===== src/rtl/prach_pkg.sv =====
// Shared types for the PRACH Avalon-ST source packer: FSM states, lane geometry
// and the beat record carried through the output FIFO.
package prach_pkg;
    localparam int LANES = 4;
    localparam int SMP_W = 32;
    localparam int CHN_W = 16;

    typedef enum logic {IDLE = 1'b0, FILL = 1'b1} state_t;

    typedef struct packed {
        logic [LANES*SMP_W-1:0] data;
        logic [CHN_W-1:0]       chn;
        logic                   sop;
        logic                   eop;
        logic [1:0]             empty;
    } beat_t;

    localparam int BEAT_W = $bits(beat_t);
endpackage


===== src/rtl/prach_skid_fifo.sv =====
// Two-entry output queue; entry e0 is always the head so outputs come straight
// from a register.
module prach_skid_fifo #(
    parameter int W = 8
) (
    input  logic         clk,
    input  logic         rst,
    input  logic         push,
    input  logic [W-1:0] din,
    input  logic         pop,
    output logic [W-1:0] dout,
    output logic [1:0]   count
);
    logic [W-1:0] e0, e1;

    always_ff @(posedge clk or posedge rst) begin
        if (rst) begin
            e0    <= '0;
            e1    <= '0;
            count <= 2'd0;
        end else begin
            case ({push, pop})
                2'b10: begin
                    if (count == 2'd0) e0 <= din;
                    else               e1 <= din;
                    count <= count + 2'd1;
                end
                2'b01: begin
                    e0    <= e1;
                    count <= count - 2'd1;
                end
                2'b11: begin
                    if (count == 2'd1) begin
                        e0 <= din;
                    end else begin
                        e0 <= e1;
                        e1 <= din;
                    end
                end
                default: ;
            endcase
        end
    end

    assign dout = e0;
endmodule


===== src/rtl/prach_avst_source_packer.sv =====
// Packs 32-bit IQ samples four per 128-bit Avalon-ST beat, tracking packet
// framing per logical channel and flagging framing / channel errors.
module prach_avst_source_packer
    import prach_pkg::*;
#(
    parameter int MAX_CHN = 24
) (
    input  logic         clk_eth_xran,
    input  logic         rst_eth_xran,
    input  logic         din_valid,
    output logic         din_ready,
    input  logic [31:0]  din_data,
    input  logic [15:0]  din_chn,
    input  logic         din_sop,
    input  logic         din_eop,
    output logic [127:0] avst_source_data,
    output logic         avst_source_valid,
    input  logic         avst_source_ready,
    output logic [15:0]  avst_source_channel,
    output logic         avst_source_startofpacket,
    output logic         avst_source_endofpacket,
    output logic [1:0]   avst_source_empty,
    output logic [2:0]   err_flags,
    input  logic         err_clr
);
    state_t                         state, state_n;
    logic [0:LANES-1][SMP_W-1:0]    acc, lane_d;
    logic [1:0]                     cnt, cnt_n, keep, acc_idx, b_empty, fifo_cnt, fcnt_n;
    logic [CHN_W-1:0]               chn_q, chn_n, b_chn;
    logic                           first_q, first_n, drop_q, drop_n, pend_q, pend_n, rdy_q;
    logic                           accept, chn_ok, push, pop, partial, use_din, acc_we, b_sop, b_eop;
    logic [2:0]                     err_q, err_new;
    beat_t                          push_beat, head;

    assign accept = din_valid && rdy_q;
    assign chn_ok = 32'(din_chn) < 32'(MAX_CHN);
    assign pop    = (fifo_cnt != 2'd0) && avst_source_ready;

    always_comb begin
        push    = 1'b0;
        partial = 1'b0;
        keep    = cnt;
        use_din = 1'b0;
        b_sop   = 1'b0;
        b_eop   = 1'b0;
        b_empty = 2'd0;
        b_chn   = chn_q;
        state_n = state;
        cnt_n   = cnt;
        chn_n   = chn_q;
        first_n = first_q;
        drop_n  = drop_q;
        pend_n  = pend_q;
        acc_we  = 1'b0;
        acc_idx = cnt;
        err_new = 3'b000;
        if (pend_q) begin
            // single-sample packet that collided with a partial-beat flush
            if (fifo_cnt != 2'd2) begin
                push    = 1'b1;
                keep    = 2'd1;
                b_sop   = 1'b1;
                b_eop   = 1'b1;
                b_empty = 2'd3;
                pend_n  = 1'b0;
                cnt_n   = 2'd0;
            end
        end else if (accept) begin
            if (din_sop) begin
                if (state == FILL) begin
                    err_new[0] = 1'b1;
                    // cnt==0 means the last beat already left; nothing partial to close
                    if (cnt != 2'd0) begin
                        push    = 1'b1;
                        partial = 1'b1;
                        b_sop   = first_q;
                        b_eop   = 1'b1;
                        b_empty = 2'd0 - cnt;
                    end
                end
                state_n = IDLE;
                cnt_n   = 2'd0;
                drop_n  = 1'b0;
                if (!chn_ok) begin
                    err_new[2] = 1'b1;
                    drop_n     = !din_eop;
                end else if (din_eop) begin
                    if (partial) begin
                        pend_n  = 1'b1;
                        acc_we  = 1'b1;
                        acc_idx = 2'd0;
                        chn_n   = din_chn;
                    end else begin
                        push    = 1'b1;
                        keep    = 2'd0;
                        use_din = 1'b1;
                        b_sop   = 1'b1;
                        b_eop   = 1'b1;
                        b_empty = 2'd3;
                        b_chn   = din_chn;
                    end
                end else begin
                    state_n = FILL;
                    acc_we  = 1'b1;
                    acc_idx = 2'd0;
                    cnt_n   = 2'd1;
                    chn_n   = din_chn;
                    first_n = 1'b1;
                end
            end else if (state == FILL) begin
                if (din_eop || cnt == 2'd3) begin
                    push    = 1'b1;
                    use_din = 1'b1;
                    b_sop   = first_q;
                    b_eop   = din_eop;
                    b_empty = din_eop ? 2'd3 - cnt : 2'd0;
                    first_n = 1'b0;
                    cnt_n   = 2'd0;
                    if (din_eop) state_n = IDLE;
                end else begin
                    acc_we = 1'b1;
                    cnt_n  = cnt + 2'd1;
                end
            end else if (drop_q) begin
                if (din_eop) drop_n = 1'b0;
            end else begin
                err_new[1] = 1'b1;
            end
        end
    end

    for (genvar l = 0; l < LANES; l++) begin : g_lane
        assign lane_d[l] = (l < int'(keep))                ? acc[l]   :
                           ((l == int'(keep)) && use_din) ? din_data : '0;
    end

    assign push_beat = {lane_d, b_chn, b_sop, b_eop, b_empty};

    always_comb begin
        fcnt_n = fifo_cnt;
        if (push && !pop)      fcnt_n = fifo_cnt + 2'd1;
        else if (!push && pop) fcnt_n = fifo_cnt - 2'd1;
    end

    always_ff @(posedge clk_eth_xran or posedge rst_eth_xran) begin
        if (rst_eth_xran) begin
            state   <= IDLE;
            acc     <= '0;
            cnt     <= 2'd0;
            chn_q   <= '0;
            first_q <= 1'b0;
            drop_q  <= 1'b0;
            pend_q  <= 1'b0;
            rdy_q   <= 1'b0;
            err_q   <= 3'b000;
        end else begin
            state   <= state_n;
            cnt     <= cnt_n;
            chn_q   <= chn_n;
            first_q <= first_n;
            drop_q  <= drop_n;
            pend_q  <= pend_n;
            if (acc_we) acc[acc_idx] <= din_data;
            rdy_q   <= (fcnt_n != 2'd2) && !pend_n;
            err_q   <= err_clr ? 3'b000 : (err_q | err_new);
        end
    end

    prach_skid_fifo #(.W(BEAT_W)) u_fifo (
        .clk   (clk_eth_xran),
        .rst   (rst_eth_xran),
        .push  (push),
        .din   (push_beat),
        .pop   (pop),
        .dout  (head),
        .count (fifo_cnt)
    );

    assign din_ready                 = rdy_q;
    assign avst_source_valid         = fifo_cnt != 2'd0;
    assign avst_source_data          = head.data;
    assign avst_source_channel       = head.chn;
    assign avst_source_startofpacket = head.sop;
    assign avst_source_endofpacket   = head.eop;
    assign avst_source_empty         = head.empty;
    assign err_flags                 = err_q;
endmodule


===== config.mk =====
export PLATFORM = sky130hd
export DESIGN_NAME = prach_avst_source_packer
export DESIGN_NICKNAME = d
export VERILOG_FILES = /design/src/rtl/prach_pkg.sv /design/src/rtl/prach_skid_fifo.sv /design/src/rtl/prach_avst_source_packer.sv
export SDC_FILE = /design/constraint.sdc
export NUM_CORES = 1
export LEC_CHECK = 0
export BUFFER_PORTS_ARGS = -buffer_cell sky130_fd_sc_hd__buf_2
export CORE_AREA = 2 2 241 267
export DETAILED_ROUTE_END_ITERATION = 12
export DIE_AREA = 0 0 243 269
export SLEW_MARGIN = 5
export SYNTH_ARGS = -nofsm -noshare
export SYNTH_HDL_FRONTEND = slang
export SYNTH_SLANG_ARGS = --single-unit

===== constraint.sdc =====
create_clock -name clk_eth_xran -period 18 [get_ports clk_eth_xran]
set_input_delay 4.5 -clock clk_eth_xran [delete_from_list [all_inputs] [get_ports clk_eth_xran]]
set_output_delay 4.5 -clock clk_eth_xran [all_outputs]
set_load 0.1 [all_outputs]

==> flow_results.org, run 1 <==
** Worst setup path
- The worst setup path is launched from an input port.
- Endpoint arrival time on the critical path :: 8.01 ns
- R2R Path End :: u_fifo.dout[65]
- Worst setup path class :: in2reg
- Depth of the most critical reg-to-reg path :: 12
- In this run the worst setup path terminates at u_fifo.dout[65].
- The worst register-to-register path begins at cnt[0].
- Of all nets on the critical path, the largest fanout is 66.
- Critical path data required time :: 18.48 ns
- Nature of the critical path endpoint :: flop
- Startpoint of the worst setup timing path :: din_eop
- Setup slack of the worst register-to-register path :: 13.78 ns

** Power
- Static leakage :: 9.84 nW
- The design draws 3.34 mW.
- Cell internal pwr :: 1.83 mW
- Combinational cells account for 36.6% of the total power.
- The analysis attributes to net switching a power of 1.51 mW.
- Pwr dens :: between 150 and 200 nW/um^2
- Fraction of power consumed by sequential logic :: between 30% and 40%
- The share of total power dissipated in the clock network is 28.5%.
- Sw Ratio :: 45.1%
- Max VDD drop :: between 0.08 and 0.09 mV

** Synth
- In this run, synthesis produced a sequential element count of 420.
- In the synthesized netlist the async set-or-reset flop fraction comes to 100%.
- After synthesis, the netlist uses 57 different library cells.
- In this run, synthesis inferred 0 flip-flops with an integrated enable.
- Yosys top cell area share :: about three fifths
- After synthesis, the mean cell area works out to between 10 and 15 sq um.
- Area of the mapped netlist :: 18000 sq um
- When the netlist entered floorplanning its net count stood at 1686.
- Among all flip-flop cells after synthesis, the most frequent one is sky130_fd_sc_hd__dfrtp_1.
- Cell taking the most area after synthesis :: sky130_fd_sc_hd__dfrtp_1
- The Yosys step of the flow raised 0 warnings.
- Count of mapped cells out of synthesis :: roughly 1600
- Cell types occupying the most area after synthesis :: sky130_fd_sc_hd__dfrtp_1 58%, sky130_fd_sc_hd__mux2_2 6.3%, sky130_fd_sc_hd__nor2_1 4.2%
- Sequential element share of the synthesized area :: 58.5%

** STA
- Maximum frequency from static timing analysis :: 0.133 GHz
- Setup violations remaining at the end of the flow were counted as 0.
- Time the worst path needs with I/O delays and setup :: ~7.5 ns
- The hold violation total from the final report is 0.
- Slew of the pin with the lowest slew margin :: about 1.1 ns
- Max Slew Vio Count :: 0
- Setup repair after global routing left no endpoint under its margin.
- Setup total negative slack on the finished layout was measured at 0 ns.
- Final setup skew :: 0.0161 ns
- Final period util :: 41.8%
- Max_slew headroom :: 23.8%

** CTS
- Maximum buffer depth of the clock tree :: 3
- TritonCTS built the clock tree.
- Cts bufs inserted :: 44
- Post-CTS setup-driven buffer insertion count :: 0
- At the later pin of the worst-skew pair, clock insertion delay measures ~0.56 ns.
- The number of gates resized after CTS was 0.
- Clock-pin slew on the worst setup and hold paths :: 0.06 ns
- Clock tree synthesis found a total of 420 sinks.
- The H-tree was split into 2 levels.
- In this run, post-CTS hold repair placed 0 buffers.
- Root buffer selected by CTS :: sky130_fd_sc_hd__clkbuf_16

** Layout
- The number of antenna diodes in the final layout is 0.
- In the final layout, the share of cells above drive strength 1 is 25.1%.
- Post-synthesis to final-layout area growth :: 17.5%
- Most common library cell in the layout ignoring fill and taps :: sky130_fd_sc_hd__dfrtp_1
- The final layout contains 1792 nets.
- Summed area of non-filler cells in the final layout :: 21100 sq um
- Layout fillers :: 6355
- The top cell types in the final layout, fill and taps aside, are 420 x sky130_fd_sc_hd__dfrtp_1, 207 x sky130_fd_sc_hd__buf_2, 196 x sky130_fd_sc_hd__nor2_1.

** Placement
- DPL Wire Length :: 33600 um
- Once placement finished, the instance area stood at 19600 sq um.
- Routability-driven placement finished with a final weighted congestion of 0.828.
- Port buffering added between 200 and 250 buffers.

** Drt
- Total number of vias :: 13678
- After detailed routing, the number of remaining DRC violations is 0.
- Via density :: 5.25
- First-pass detailed-route iteration total :: 8
- The detail route stage leaves a number of antenna-violating nets equal to 0.
- Average detailed-routed wire length per instance :: 21.2 um
- Wires add up to 55300 um.
- Count of routing violations after the opening detailed-route iteration :: 1088

** Die
- Die Wd :: 243 um
- The die covers 65400 sq um.
- The floorplan step set the die height to 269 um.
- Initial Util :: between 20% and 30%
- After floorplanning, the core was divided into 97 placement rows.
- The total area inside the core boundary comes to between 60000 and 70000 sq um.
- around 210 I/O pins were placed.

** Status
- Outcome :: completed

** GRT
- Pin count of the biggest net entering global routing :: 150
- Initial antenna violation count :: 1
- Total global-route track usage :: 16.6%
- First-pass GRT wire length :: 84900 um
- Total congestion overflow :: 0
- The number of global-route vias before repair came to around 14000.

** Hold path
- The tightest min-delay check is of the reg2reg type.
- Counting instances, the worst hold path has a depth of 2.

** Job
- Max-cap violations in this run came to 0.
how the worst min path moves through the flow:
stage                       start       endpoint  slack (ns)
CTS                 u_fifo.e1[12]  u_fifo.e1[12]        0.48
floorplan           u_fifo.e1[10]  u_fifo.e1[10]        0.44
detailed placement  u_fifo.e1[12]  u_fifo.e1[12]        0.46
global route             acc[121]       acc[121]        0.49
finish              u_fifo.e1[18]  u_fifo.e1[18]        0.48
global placement    u_fifo.e1[12]  u_fifo.e1[12]        0.45
through the flow:
stage	util (%)	setup slack, ns	std cells	hold slack (ns)
6_report	33.6	10.47	2603	0.476
5_1_grt	33.6	10.18	2603	0.493
4_1_cts	33.6	10.46	2603	0.477
3_5_place_dp	31.2	9.87	2524	0.462
3_3_place_gp	31.2	9.84	2524	0.450
2_1_floorplan	-	1.81	1623	0.439
synth_stat cells (2+ instances only):
library cell and n:
sky130_fd_sc_hd__buf_2 48, sky130_fd_sc_hd__or3_1 2, sky130_fd_sc_hd__or2_2 2, sky130_fd_sc_hd__nand2_1 118
sky130_fd_sc_hd__nand3_1 15, sky130_fd_sc_hd__nor2_1 199, sky130_fd_sc_hd__nor2_2 2, sky130_fd_sc_hd__buf_1 4
sky130_fd_sc_hd__buf_6 7, sky130_fd_sc_hd__o21ai_0 83, sky130_fd_sc_hd__ha_1 8, sky130_fd_sc_hd__mux2_2 100
sky130_fd_sc_hd__nand2b_1 5, sky130_fd_sc_hd__and2_1 2, sky130_fd_sc_hd__o21a_1 8, sky130_fd_sc_hd__clkbuf_1 107
sky130_fd_sc_hd__and3b_1 2, sky130_fd_sc_hd__a221oi_2 14, sky130_fd_sc_hd__nor4_1 2, sky130_fd_sc_hd__nand2_2 2
sky130_fd_sc_hd__nor3_1 6, sky130_fd_sc_hd__inv_1 11, sky130_fd_sc_hd__a21o_1 3, sky130_fd_sc_hd__nor3_2 2
sky130_fd_sc_hd__a222oi_1 32, sky130_fd_sc_hd__a21oi_1 42, sky130_fd_sc_hd__nor4b_1 2, sky130_fd_sc_hd__a31oi_1 35
sky130_fd_sc_hd__nor2b_1 15, sky130_fd_sc_hd__mux2i_1 5, sky130_fd_sc_hd__o21ai_1 65, sky130_fd_sc_hd__a32oi_1 33
sky130_fd_sc_hd__and3_1 33, sky130_fd_sc_hd__a221oi_1 61, sky130_fd_sc_hd__o211ai_1 6, sky130_fd_sc_hd__a22o_1 33
sky130_fd_sc_hd__dfrtp_1 420, sky130_fd_sc_hd__buf_4 4, sky130_fd_sc_hd__a22oi_1 67
registers in the layout, indices dropped and copies added (netlist names):
| name | count |
|---|---|
| acc | 96 |
| chn_q | 16 |
| cnt | 2 |
| din_ready | 1 |
| drop_q | 1 |
| err_flags | 3 |
| first_q | 1 |
| pend_q | 1 |
| state | 1 |
| u_fifo.count | 2 |
| u_fifo.dout | 148 |
| u_fifo.e1 | 148 |
area by class of cell:
class / count / area (sq um) / area share [%]
inverters: 11 / 48.8 / 0.231
clock inverters: 13 / 176 / 0.835
flip-flops and latches: 420 / 10500 / 49.8
clock buffers: 66 / 1350 / 6.37
repair buffers: 230 / 1220 / 5.78
multi-input cells: 1022 / 6760 / 32.0
well taps: 841 / 1050 / 4.98
kinds of logic (layout without fill, tap and decap cells):
kind of cell / count (synthesis) / count (layout) / share of synthesized area, %
AOI/OAI and AO/OA: 490 / 490 / 19.5
xor gates and xnor gates: 1 / 1 / 0.0487
adders and majority gates: 8 / 8 / 0.557
buffers and inverters: 181 / 320 / 4.49
DFF: 420 / 420 / 58.5
muxes: 106 / 106 / 6.61
and+or+nand+nor: 417 / 417 / 10.3
routing by layer:
metal	global-route usage [%]	vias to the layer above	part of all wire, %
li1	-	6152	-
met1	21.2	7078	43
met2	28.1	376	49
met3	3.74	72	5.6
met4	5.07	0	2.2
met5	0	-	0
power groups by stage:
stage | logic [mW] | registers, mW | clock network (mW)
after global placement | 1.22 | 1.18 | 0
after floorplan | 0.317 | 1.82 | 0
final | 1.22 | 1.17 | 0.951
after global routing | 1.28 | 1.18 | 1.01
after detailed placement | 1.23 | 1.18 | 0
after CTS | 1.23 | 1.17 | 0.977
critical path, cell delays in order:
cell	delay [ns]
sky130_fd_sc_hd__buf_2	0.24
sky130_fd_sc_hd__nor4b_1	0.27
sky130_fd_sc_hd__nand4_1	0.21
sky130_fd_sc_hd__nand2_1	0.22
sky130_fd_sc_hd__a21o_1	0.18
sky130_fd_sc_hd__ha_1	0.30
sky130_fd_sc_hd__a21oi_1	0.15
sky130_fd_sc_hd__nor2_4	0.63
sky130_fd_sc_hd__buf_4	0.75
sky130_fd_sc_hd__a222oi_1	0.24
sky130_fd_sc_hd__a21oi_1	0.21
(Power assumes the default switching activity.)
==> run 2: changes to the inputs <==
==> constraint.sdc (replaced) <==
create_clock -name clk_eth_xran -period 6.1 [get_ports clk_eth_xran]
set_input_delay 1.525 -clock clk_eth_xran [delete_from_list [all_inputs] [get_ports clk_eth_xran]]
set_output_delay 1.525 -clock clk_eth_xran [all_outputs]
set_load 0.1 [all_outputs]
==> run 2 against run 1 <==
  * Die area is the same
  * Critical path depth is 1 higher
  * Setup slack got worse by 8.7 ns
  * Sequential share of layout area shrank 0.23 points
  * Cell count rose by 0.15%
  * First-iteration DRC count rose by 9.2%
  * Register-to-register slack worse by 12 ns
==> flow_results.org, run 2 (synthesized netlist as in run 1, its figures left out) <==
** Layout
- Post-synthesis to final-layout area growth :: 18.0% (was 17.5%)
- Proportion of layout cells with a drive suffix above 1 :: 25.1% (about the same)
- Final Net Count :: 1794 (was 1792)
- Most frequent cells in the layout: 420 x sky130_fd_sc_hd__dfrtp_1, 207 x sky130_fd_sc_hd__buf_2, 196 x sky130_fd_sc_hd__nor2_1 (unchanged).
- Summed area of non-filler cells in the final layout :: 21200 sq um (was 21100 sq um)
- The most common library cell in the layout ignoring fill and taps was sky130_fd_sc_hd__dfrtp_1 (unchanged).

** STA
- Max_slew headroom :: 25.7% (was 23.8%)
- The worst hold-check slack is 0.472 ns (was 0.476 ns).
- The sum of negative setup slack is 0 ns (unchanged).
- The slew of the pin with the lowest slew margin came to 1.11 ns (was 1.14 ns).
- The total setup violations reported at the end of the flow came to 0 (unchanged).
- Setup repair after global routing missed its margin: false (unchanged).
- Final period util :: 70.4%
- After layout, the minimum clock period comes to ~4.3 ns.
- Max Slew Vio Count :: 0 (unchanged)
- The hold violation total from the final report was 0 (unchanged).
- Timing would allow up to 0.233 GHz.
- Final setup skew :: 0.0120 ns (was 0.0161 ns)

** GRT
- The wire length of the first global-routing pass was 83900 um (was 84900 um).
- The initial antenna violation count came to 3 (was 1).
- Total global-route track usage :: 16.5% (was 16.6%)
- The met3 track demand over resource is 3.77% (was 3.74%).
- Number of global-route vias before repair :: 13496 (was 13865)
- Met2 usage :: 27.6% (was 28.1%)
- Total congestion overflow :: 0 (unchanged)
- The met1 routing resource usage after global routing was 21.5% (was 21.2%).
- The layer carrying the most global-route usage was met2 (unchanged).
- The pin count of the biggest net entering global routing is 153 (was 150).

** Power
- Max VDD drop :: 0.323 mV (was 0.0893 mV)
- Pwr dens :: 465 nW/um^2 (was 158 nW/um^2)
- The post-route total power came to 9.87 mW (was 3.34 mW).
- Static leakage :: 9.89 nW (was 9.84 nW)

** Drt
- The vias per cell is 5.26 (was 5.25).
- The first-pass detailed-route iteration total was 10 (was 8).
- Number of remaining DRC errors :: 0 (unchanged)
- The average wire per standard cell is 21.0 um (was 21.2 um).
- The DRC violation total after the first TritonRoute iteration came to 1188 (was 1088).
- Total length of routed wires :: 54700 um (was 55300 um)
- The post-detailed-route count of antenna-violating nets came to 0 (unchanged).
- The total via count in the routed design is 13709 (was 13678).

** CTS
- Root buffer selected by CTS :: sky130_fd_sc_hd__clkbuf_16 (unchanged)
- The clock latency on the worst-skew pair is 0.58 ns (was 0.56 ns).
- Maximum buffer depth of the clock tree :: 3 (unchanged)
- The post-CTS resize count came to 0 (unchanged).
- Clock Sink Count :: 420 (unchanged)
- Clock tree from TritonCTS :: done (unchanged)
- The total setup buffers inserted after CTS is 0 (unchanged).
- The number of hold buffers added after cts came to 0 (unchanged).
- The total number of H-tree levels came to 2 (unchanged).
- Clock-pin slew on the worst setup and hold paths :: 0.06 ns (about the same)
- Cts bufs inserted :: 44 (unchanged)

** Placement
- Placed inst area :: 19700 sq um (was 19600 sq um)
- The final weighted congestion in routability-driven placement came to 0.780 (was 0.828).
- The number of buffer cells added on primary ports came to 207 (unchanged).
- DPL Wire Length :: 33900 um (was 33600 um)

** Worst setup path
- The slowest cell on the critical path is sky130_fd_sc_hd__nor3_4 (was sky130_fd_sc_hd__buf_4).
- Category of the worst setup path launch point :: input port (unchanged)
- The category of the most critical setup path was in2reg (unchanged).
- The delay of the slowest cell on the worst path is 0.81 ns (was 0.75 ns).
- Endpoint arrival time on the critical path :: 4.80 ns (was 8.01 ns)
- Most prevalent standard cell on the critical path :: sky130_fd_sc_hd__buf_4 (was sky130_fd_sc_hd__a21oi_1)
- Critical path data required time :: 6.60 ns (was 18.48 ns)
- The type of element capturing the critical path is a flop (unchanged).
- Cell Chain, Critical Path: buf_2 > nor4b_1 > nand4_1 > nand2_1 > a21o_1 > ha_1 > a21oi_1 > buf_4 > nor3_4 > buf_4 > a221oi_1 > nor2_1 (was buf_2 > nor4b_1 > nand4_1 > nand2_1 > a21o_1 > ha_1 > a21oi_1 > nor2_4 > buf_4 > a222oi_1 > a21oi_1).
- Maximum fanout count along the critical path :: 19 (was 66)

** Die
- Die Wd :: 243 um (unchanged)
- The area enclosed by the die boundary was 65400 sq um (unchanged).
- Initial Util :: 28.6% (unchanged)
- Site Rows :: 97 (unchanged)
- Chip Height :: 269 um (unchanged)
- CORE AREA :: 62900 sq um (unchanged)
- The number of placed I/O pins was 208 (unchanged).

** Job
- Maximum Capacitance Violations :: 0 (unchanged)

** Hold path
- Worst hold path class :: reg2reg (unchanged)

** Status
- Outcome :: completed (unchanged)
[run 2: per-stage QoR]
stage               utilization [%]  cells  worst slack (ns)
CTS                            33.7   2604              1.79
global route                   33.7   2606              1.47
detailed placement             31.3   2526              1.20
global placement               31.3   2526              1.34
floorplan                         -   1623             -1.09
finish                         33.7   2607              1.80
[run 2: worst paths after layout]
| kind | end | startpoint | slack [ns] | cells past startpoint |
|---|---|---|---|---|
| worst max-delay path | u_fifo.dout[21] | din_eop | 1.80 | 12 |
| worst min-delay path | u_fifo.e1[16] | u_fifo.e1[16] | 0.47 | 2 |
| worst max register to register | u_fifo.dout[143] | cnt[0] | 2.19 | 8 |
| worst min register to register | u_fifo.e1[16] | u_fifo.e1[16] | 0.47 | 2 |
| max in group asynchronous | u_fifo.dout[94] | rst_eth_xran | 3.55 | 3 |
| min in group asynchronous | chn_q[3] | rst_eth_xran | 1.14 | 2 |
[run 2: power by group]
| part | leakage (nW) | total (mW) | switching [mW] | internal (mW) |
|---|---|---|---|---|
| Clock | 0.752 | 2.82 | 1.13 | 1.69 |
| Combinational | 3.48 | 3.62 | 3.06 | 0.552 |
| Sequential | 5.65 | 3.44 | 0.257 | 3.18 |
| Total | 9.89 | 9.87 | 4.45 | 5.43 |
[run 2: area by class of cell]
class | count | area, sq um
diodes | 3 | 7.51
clock buffers | 66 | 1350
clock inverters | 12 | 180
fillers | 6366 | 41700
inverters | 11 | 45.0
multi-input cells | 1022 | 6760
flip-flops and latches | 420 | 10500
well taps | 841 | 1050
repair buffers | 232 | 1310
[run 2: worst max-delay path, delay by kind of cell]
family / cells / cell delay [ns]
adder cells (fa/ha/maj): 1 / 0.31
AO/OA/AOI/OAI: 3 / 0.42
buffers and inverters: 3 / 0.85
AND/OR/NAND/NOR: 5 / 1.68
[run 2: metal layers]
metal,vias to the layer above,part of all wire [%]
met5,-,0
met4,0,2.0
met3,62,6.0
met2,389,49
met1,7082,43
li1,6176,-
